==> src/rtl/mem_port_arbiter_if.sv <==
// Bundle of the fetch, data and memory-side signals of the memory port arbiter.
// slave modport: arbiter view (requests/memory results in, grants/valids/command out).
// master modport: requester/memory view, the mirror image of slave.
interface mem_port_arbiter_if #(
  parameter int AW = 16,
  parameter int DW = 16
);
  // instruction-fetch port
  logic          if_req;
  logic [AW-1:0] if_addr;
  logic          if_gnt;
  logic          if_valid;
  logic [DW-1:0] if_rdata;
  // data port
  logic          d_req;
  logic          d_we;
  logic [AW-1:0] d_addr;
  logic [DW-1:0] d_wdata;
  logic          d_gnt;
  logic          d_valid;
  logic [DW-1:0] d_rdata;
  // single-port memory
  logic          mem_en;
  logic          mem_we;
  logic [AW-1:0] mem_addr;
  logic [DW-1:0] mem_wdata;
  logic [DW-1:0] mem_rdata;
  logic          mem_ready;
  // sticky timeout flag
  logic          err;

  modport slave (
    input  if_req, if_addr, d_req, d_we, d_addr, d_wdata, mem_rdata, mem_ready,
    output if_gnt, if_valid, if_rdata, d_gnt, d_valid, d_rdata,
           mem_en, mem_we, mem_addr, mem_wdata, err
  );

  modport master (
    output if_req, if_addr, d_req, d_we, d_addr, d_wdata, mem_rdata, mem_ready,
    input  if_gnt, if_valid, if_rdata, d_gnt, d_valid, d_rdata,
           mem_en, mem_we, mem_addr, mem_wdata, err
  );
endinterface

==> src/rtl/mem_port_arbiter.sv <==
// Purpose: arbitrates an instruction-fetch port and a data port onto one single-port memory.
// Latency: req at N -> gnt N+1 -> earliest mem_ready N+2 -> valid N+3; next grant earliest N+5.
// Backpressure: one transaction in flight; requests are sampled only in IDLE and simply wait otherwise.
// Ports: clk, rst (async, active-high); bus (mem_port_arbiter_if.slave) carries
//   fetch req/addr/gnt/valid/rdata, data req/we/addr/wdata/gnt/valid/rdata,
//   memory en/we/addr/wdata/rdata/ready and the sticky err flag.
// Option: define MEM_ARB_RR_EN for round-robin on simultaneous requests
//   (default build: data has fixed priority over fetch).
module mem_port_arbiter #(
  parameter int AW  = 16,
  parameter int DW  = 16,
  parameter int TMO = 16   // WAIT-state timeout in cycles, 2..255
) (
  input  logic                clk,
  input  logic                rst,
  mem_port_arbiter_if.slave   bus
);

  typedef enum logic [1:0] {IDLE, ISSUE, WAIT, RESP} state_e;

  state_e        state_q, state_d;

  logic          take;       // a request is being accepted this cycle
  logic          sel_d;      // arbitration winner is the data port
  logic          cnt_done;   // last permitted WAIT cycle
  logic          tmo_hit;    // leaving WAIT without mem_ready

  logic          own_d_q, own_d_d;
  logic [7:0]    cnt_q, cnt_d;

  logic          if_gnt_q, if_gnt_d;
  logic          d_gnt_q, d_gnt_d;
  logic          if_valid_q, if_valid_d;
  logic          d_valid_q, d_valid_d;
  logic          mem_en_q, mem_en_d;
  logic          mem_we_q, mem_we_d;
  logic [AW-1:0] mem_addr_q, mem_addr_d;
  logic [DW-1:0] mem_wdata_q, mem_wdata_d;
  logic [DW-1:0] if_rdata_q, if_rdata_d;
  logic [DW-1:0] d_rdata_q, d_rdata_d;
  logic          err_q, err_d;

  assign take     = (state_q == IDLE) && (bus.if_req || bus.d_req);
  assign cnt_done = (cnt_q == 8'(TMO - 1));
  assign tmo_hit  = (state_q == WAIT) && !bus.mem_ready && cnt_done;

`ifdef MEM_ARB_RR_EN
  // pref_d_q=1 means the data port wins the next tie; it flips to whoever
  // lost at every grant, and reset leaves it favouring data.
  logic pref_d_q;

  always_ff @(posedge clk or posedge rst) begin
    if (rst) begin
      pref_d_q <= 1'b1;
    end else if (take) begin
      pref_d_q <= !sel_d;
    end
  end

  assign sel_d = bus.d_req && (!bus.if_req || pref_d_q);
`else
  assign sel_d = bus.d_req;
`endif

  // State register
  always_ff @(posedge clk or posedge rst) begin
    if (rst) begin
      state_q <= IDLE;
    end else begin
      state_q <= state_d;
    end
  end

  // Next-state logic
  always_comb begin
    state_d = state_q;
    case (state_q)
      IDLE:  if (bus.if_req || bus.d_req) state_d = ISSUE;
      ISSUE: state_d = WAIT;
      WAIT:  if (bus.mem_ready || cnt_done) state_d = RESP;
      RESP:  state_d = IDLE;
      default: state_d = IDLE;
    endcase
  end

  // Output logic: every output is computed from the next state so that the
  // flop holding it shows the value in the same cycle the FSM is in that state.
  always_comb begin
    own_d_d     = own_d_q;
    mem_addr_d  = mem_addr_q;
    mem_wdata_d = mem_wdata_q;
    mem_we_d    = mem_we_q;
    if_rdata_d  = if_rdata_q;
    d_rdata_d   = d_rdata_q;
    err_d       = err_q | tmo_hit;
    cnt_d       = (state_q == WAIT) ? 8'(cnt_q + 8'd1) : 8'd0;

    // Command is latched once at acceptance and held until the next grant,
    // which keeps it stable across ISSUE and WAIT.
    if (take) begin
      own_d_d     = sel_d;
      mem_addr_d  = sel_d ? bus.d_addr : bus.if_addr;
      mem_wdata_d = sel_d ? bus.d_wdata : mem_wdata_q;
      mem_we_d    = sel_d && bus.d_we;
    end

    // Read data only lands in the owner's register; writes leave d_rdata alone.
    if ((state_q == WAIT) && bus.mem_ready) begin
      if (own_d_q) begin
        if (!mem_we_q) d_rdata_d = bus.mem_rdata;
      end else begin
        if_rdata_d = bus.mem_rdata;
      end
    end

    mem_en_d   = (state_d == ISSUE);
    if_gnt_d   = (state_d == ISSUE) && !own_d_d;
    d_gnt_d    = (state_d == ISSUE) &&  own_d_d;
    if_valid_d = (state_d == RESP)  && !own_d_q;
    d_valid_d  = (state_d == RESP)  &&  own_d_q;
  end

  // Datapath and output registers
  always_ff @(posedge clk or posedge rst) begin
    if (rst) begin
      own_d_q     <= 1'b0;
      cnt_q       <= 8'd0;
      if_gnt_q    <= 1'b0;
      d_gnt_q     <= 1'b0;
      if_valid_q  <= 1'b0;
      d_valid_q   <= 1'b0;
      mem_en_q    <= 1'b0;
      mem_we_q    <= 1'b0;
      mem_addr_q  <= '0;
      mem_wdata_q <= '0;
      if_rdata_q  <= '0;
      d_rdata_q   <= '0;
      err_q       <= 1'b0;
    end else begin
      own_d_q     <= own_d_d;
      cnt_q       <= cnt_d;
      if_gnt_q    <= if_gnt_d;
      d_gnt_q     <= d_gnt_d;
      if_valid_q  <= if_valid_d;
      d_valid_q   <= d_valid_d;
      mem_en_q    <= mem_en_d;
      mem_we_q    <= mem_we_d;
      mem_addr_q  <= mem_addr_d;
      mem_wdata_q <= mem_wdata_d;
      if_rdata_q  <= if_rdata_d;
      d_rdata_q   <= d_rdata_d;
      err_q       <= err_d;
    end
  end

  assign bus.if_gnt    = if_gnt_q;
  assign bus.d_gnt     = d_gnt_q;
  assign bus.if_valid  = if_valid_q;
  assign bus.d_valid   = d_valid_q;
  assign bus.if_rdata  = if_rdata_q;
  assign bus.d_rdata   = d_rdata_q;
  assign bus.mem_en    = mem_en_q;
  assign bus.mem_we    = mem_we_q;
  assign bus.mem_addr  = mem_addr_q;
  assign bus.mem_wdata = mem_wdata_q;
  assign bus.err       = err_q;

endmodule

==> src/flat_wrapper.sv <==
// flat-port wrapper written by rule: the top's interface ports become plain ports
module mem_port_arbiter_flat 
#(
  parameter int AW  = 16,
  parameter int DW  = 16,
  parameter int TMO = 16                                          
)
  (clk, rst, bus_if_req, bus_if_addr, bus_d_req, bus_d_we, bus_d_addr, bus_d_wdata, bus_mem_rdata, bus_mem_ready, bus_if_gnt, bus_if_valid, bus_if_rdata, bus_d_gnt, bus_d_valid, bus_d_rdata, bus_mem_en, bus_mem_we, bus_mem_addr, bus_mem_wdata, bus_err);
  mem_port_arbiter_if #(.AW(AW), .DW(DW)) bus_i ();
  input  logic clk;
  input  logic rst;
  input wire logic [$bits(bus_i.if_req)-1:0] bus_if_req;
  input wire logic [$bits(bus_i.if_addr)-1:0] bus_if_addr;
  input wire logic [$bits(bus_i.d_req)-1:0] bus_d_req;
  input wire logic [$bits(bus_i.d_we)-1:0] bus_d_we;
  input wire logic [$bits(bus_i.d_addr)-1:0] bus_d_addr;
  input wire logic [$bits(bus_i.d_wdata)-1:0] bus_d_wdata;
  input wire logic [$bits(bus_i.mem_rdata)-1:0] bus_mem_rdata;
  input wire logic [$bits(bus_i.mem_ready)-1:0] bus_mem_ready;
  output wire logic [$bits(bus_i.if_gnt)-1:0] bus_if_gnt;
  output wire logic [$bits(bus_i.if_valid)-1:0] bus_if_valid;
  output wire logic [$bits(bus_i.if_rdata)-1:0] bus_if_rdata;
  output wire logic [$bits(bus_i.d_gnt)-1:0] bus_d_gnt;
  output wire logic [$bits(bus_i.d_valid)-1:0] bus_d_valid;
  output wire logic [$bits(bus_i.d_rdata)-1:0] bus_d_rdata;
  output wire logic [$bits(bus_i.mem_en)-1:0] bus_mem_en;
  output wire logic [$bits(bus_i.mem_we)-1:0] bus_mem_we;
  output wire logic [$bits(bus_i.mem_addr)-1:0] bus_mem_addr;
  output wire logic [$bits(bus_i.mem_wdata)-1:0] bus_mem_wdata;
  output wire logic [$bits(bus_i.err)-1:0] bus_err;
  assign bus_i.if_req = bus_if_req;
  assign bus_i.if_addr = bus_if_addr;
  assign bus_i.d_req = bus_d_req;
  assign bus_i.d_we = bus_d_we;
  assign bus_i.d_addr = bus_d_addr;
  assign bus_i.d_wdata = bus_d_wdata;
  assign bus_i.mem_rdata = bus_mem_rdata;
  assign bus_i.mem_ready = bus_mem_ready;
  assign bus_if_gnt = bus_i.if_gnt;
  assign bus_if_valid = bus_i.if_valid;
  assign bus_if_rdata = bus_i.if_rdata;
  assign bus_d_gnt = bus_i.d_gnt;
  assign bus_d_valid = bus_i.d_valid;
  assign bus_d_rdata = bus_i.d_rdata;
  assign bus_mem_en = bus_i.mem_en;
  assign bus_mem_we = bus_i.mem_we;
  assign bus_mem_addr = bus_i.mem_addr;
  assign bus_mem_wdata = bus_i.mem_wdata;
  assign bus_err = bus_i.err;
  mem_port_arbiter #(.AW(AW), .DW(DW), .TMO(TMO)) u_core (.clk(clk), .rst(rst), .bus(bus_i));
endmodule
==> config.mk <==
export PLATFORM = sky130hd
export DESIGN_NAME = mem_port_arbiter_flat
export DESIGN_NICKNAME = d
export VERILOG_FILES = /design/src/rtl/mem_port_arbiter_if.sv /design/src/rtl/mem_port_arbiter.sv /design/src/flat_wrapper.sv
export SDC_FILE = /design/constraint.sdc
export NUM_CORES = 1
export LEC_CHECK = 0
export ABC_AREA = 1
export CORE_MARGIN = 8
export CORE_UTILIZATION = 46
export CTS_CLUSTER_SIZE = 8
export DETAILED_ROUTE_END_ITERATION = 8
export GPL_TIMING_DRIVEN = 1
export PLACE_DENSITY = 0.83
export SLEW_MARGIN = 30
export SYNTH_ARGS = -nofsm -noshare
export SYNTH_HDL_FRONTEND = slang
export SYNTH_SLANG_ARGS = --single-unit
==> constraint.sdc <==
create_clock -name clk -period 3.9 [get_ports clk]
set_input_delay 0.78 -clock clk [delete_from_list [all_inputs] [get_ports clk]]
set_output_delay 0.78 -clock clk [all_outputs]
set_load 0.005 [all_outputs]
==> flow_metrics.py <==
metrics = {
    "power_and_ir_drop": {
        "internal-power_w": 0.00228,
        "p_seq_frac": 0.410,
        "peakVddDrop_v": 0.000391,
        "clkPwrFrac": 0.162,
        "sw_frac_of_total": 0.338,
        "p_sw_w": 0.00116,
        "p_leak_nw": 2.33,
        "cellPowerDensity_nw_per_um2": 694,
        "comb_power_share": 0.428,
    },
    "synthesis": {
        "synth.avg_cell_area_um2": 9.12,
        "syn_area_um2": 3310,
        "yosys-top-cells-count": "nand2_1, dfrtp_1, o21ai_0",
        "synth_top_area_share": 0.620,
        "synth.distinct_cells": 21,
        "seq_area_frac_synth": 0.620,
        "syn_inst": 363,
        "async_flop_share": 1.00,
        "syn-num-nets": 437,
        "synth-edff-count": 0,
        "synth_area_leaders": "dfrtp_1, nand2_1, o21ai_0, inv_1, nor2_1",
        "yosys_warnings": 0,
        "synth-seq-cells": 82,
        "yosysMostFrequentCell": "nand2_1",
        "dominantRegCellSynth": "dfrtp_1",
        "yosysTopAreaCell": "dfrtp_1",
    },
    "placement": {
        "dpl.hpwl_mm": 7.18,
        "globalplace.congestion": 0.748,
        "dp_cells": 590,
        "io_buffers": 140,
        "place_area_um2": 4770,
    },
    "cells_and_area": {
        "area_growth_pct": 49.8,
        "num_antenna_cells": 0,
        "stdcell_count": 606,
        "nNetsFinal": 576,
        "design_area_um2": 4960,
        "drive_above_1_share": 0.0611,
        "fillCellCount": 551,
    },
    "grt": {
        "grt_max_degree": 36,
        "antenna_found_initial": 0,
        "grt_pass1_wl_mm": 14.8,
        "grt-ovfl-total": 0,
        "grt_pass1_vias": 3042,
        "grt_use_total": 0.189,
    },
    "drt": {
        "drt_iter0_drc": 86,
        "dr.pass1.iters": 5,
        "num_vias": 2860,
        "antenna_left": 0,
        "viasPerCell": 4.72,
        "drc": 0,
        "totalWireLength_mm": 9.31,
        "post_drt_wl_per_cell_um": 15.4,
    },
    "timing": {
        "relSlewSlack": 0.597,
        "rsz0062_at_grt": "no",
        "finalHoldViolations": 0,
        "fin_tns_setup_ps": 0,
        "fin_crit_ps": 2040,
        "slew_viol_final": 0,
        "worst_pin_slew_ps": 604,
        "holdWs_ps": 463,
        "setup_viol": 0,
        "fin_crit_sh": 0.522,
        "timing.fmax_mhz": 491,
        "skew_ps": 12.3,
    },
    "floorplan": {
        "die_h_um": 101,
        "rows": 31,
        "die_x_um": 101,
        "io-pin-count": 141,
        "dieArea_um2": 10200,
        "start_util": 0.466,
        "core_um2": 7100,
    },
    "cts": {
        "cts_made_buffers": 9,
        "cts.sinks": 82,
        "postCtsHoldBufs": 0,
        "root_buffer": "clkbuf_8",
        "cts_resized": 0,
        "cts_tree": "done",
        "htreeDepth": 3,
        "post_cts_buffers": 0,
        "clk_pin_slew_ps": 100,
        "cts_buffer_depth": 2,
        "clock_latency_ps": 360,
    },
    "critical_path": {
        "worst_setup_path_start_kind": "flip-flop",
        "cp.arrival_ps": 1260,
        "required_ps": 3120,
        "cpLargestDelayFamily": "buffers and inverters",
        "setup.worst_path.start": "u_core.bus.if_rdata[7]$_DFFE_PP0P_",
        "slowest_stage": "clkdlybuf4s50_1",
        "reg2regPathDepth": 6,
        "crit_type": "reg -> out",
        "worstPathCellList": "clkdlybuf4s50_1",
        "r2r_setup_slack_ps": 1900,
        "r2r_start": "u_core.state_q[0]$_DFF_PP0_",
        "crit_buf_inv": 1,
        "critPathMaxStageDelay_ps": 520,
        "timing.rr.end": "u_core.bus.d_rdata[11]$_DFFE_PP0P_",
        "cp_max_fo": 2,
        "worst_setup_path_end_kind": "primary output",
    },
    "worst_hold_path": {
        "whs_path_depth": 1,
        "whs_endpoint": "u_core.cnt_q[0]$_DFF_PP0_",
        "hp-class": "reg -> reg",
        "hp-start": "u_core.cnt_q[0]$_DFF_PP0_",
    },
    "flow_run": {
        "maxCapViolations": 0,
    },
    "run_status": {
        "status": "finished, final reports clean",
    },
}
## worst max path at each step
stage | slack (ps) | to | cells past startpoint
finish | 1860 | bus_if_rdata[7] | 1
global route | 1620 | u_core.bus.d_rdata[11]$_DFFE_PP0P_ | 6
CTS | 1510 | u_core.bus.d_rdata[11]$_DFFE_PP0P_ | 6
detailed placement | 1180 | u_core.bus.d_rdata[11]$_DFFE_PP0P_ | 5
global placement | 1350 | u_core.bus.d_rdata[15]$_DFFE_PP0P_ | 5
floorplan | 1010 | u_core.bus.d_gnt$_DFF_PP0_ | 1
## placed cells by master (no fill, tap or decap), types with 2 or more instances in the layout
cell type / n
inv_1: 32
a31oi_1: 16
clkinvlp_4: 2
nand3_1: 4
inv_2: 3
clkinv_4: 2
buf_4: 3
ha_1: 4
dfrtp_1: 82
nor2_1: 29
nand2_1: 123
inv_6: 2
nor2_2: 2
nand3_2: 3
clkdlybuf4s50_1: 140
clkbuf_8: 9
nand2_2: 2
a21oi_1: 6
o21ai_0: 37
## cell families (layout without fill, tap and decap cells)
group	Yosys count	in the layout	share of synthesized area
simple gates	164	164	0.196
compound gates	62	62	0.102
fa+ha+maj	4	4	0.0151
flops	82	82	0.620
buf+inv	51	195	0.0669
## power by group through the flow
stage / logic (W) / registers, W / clock network [W]
3_3_place_gp: 0.00144 / 0.00140 / 0
4_1_cts: 0.00150 / 0.00141 / 0.000570
2_1_floorplan: 0.000565 / 0.00143 / 0
3_5_place_dp: 0.00150 / 0.00142 / 0
6_report: 0.00147 / 0.00141 / 0.000558
5_1_grt: 0.00163 / 0.00145 / 0.000600
## through the flow
| stage | power [W] | worst slack [ps] | utilization |
|---|---|---|---|
| 3_3_place_gp | 0.00284 | 1350 | 0.672 |
| 4_1_cts | 0.00348 | 1510 | 0.697 |
| 6_report | 0.00344 | 1860 | 0.698 |
| 5_1_grt | 0.00369 | 1620 | 0.698 |
| 3_5_place_dp | 0.00291 | 1180 | 0.672 |
| 2_1_floorplan | 0.00199 | 1010 | - |
## registers in the layout, indices dropped and copies added, names as in the netlist
name / flops
u_core.bus.mem_we: 1
u_core.bus.mem_en: 1
u_core.bus.d_rdata: 16
u_core.bus.d_valid: 1
u_core.cnt_q: 8
u_core.bus.err: 1
u_core.own_d_q: 1
u_core.bus.mem_wdata: 16
u_core.bus.d_gnt: 1
u_core.bus.if_rdata: 16
u_core.bus.if_gnt: 1
u_core.bus.if_valid: 1
u_core.state_q: 2
u_core.bus.mem_addr: 16
## metal layers
| metal | vias up | track usage | share of wire |
|---|---|---|---|
| li1 | 1415 | - | - |
| met1 | 1345 | 0.203 | 0.39 |
| met2 | 86 | 0.331 | 0.52 |
| met3 | 14 | 0.0615 | 0.072 |
| met4 | 0 | 0.0814 | 0.017 |
| met5 | - | 0 | 0 |
## cell type report
class                      instances  area [um^2]  share of cell area
inverter                          36          136              0.0275
tap                               99          124              0.0250
timing repair buffer             143         1420               0.287
multi-input combinational        230         1040               0.210
sequential                        82         2050               0.414
clock buffer                      10          128              0.0257
clock inverter                     6         50.0              0.0101
No activity file was read; power rests on OpenSTA's default activity.
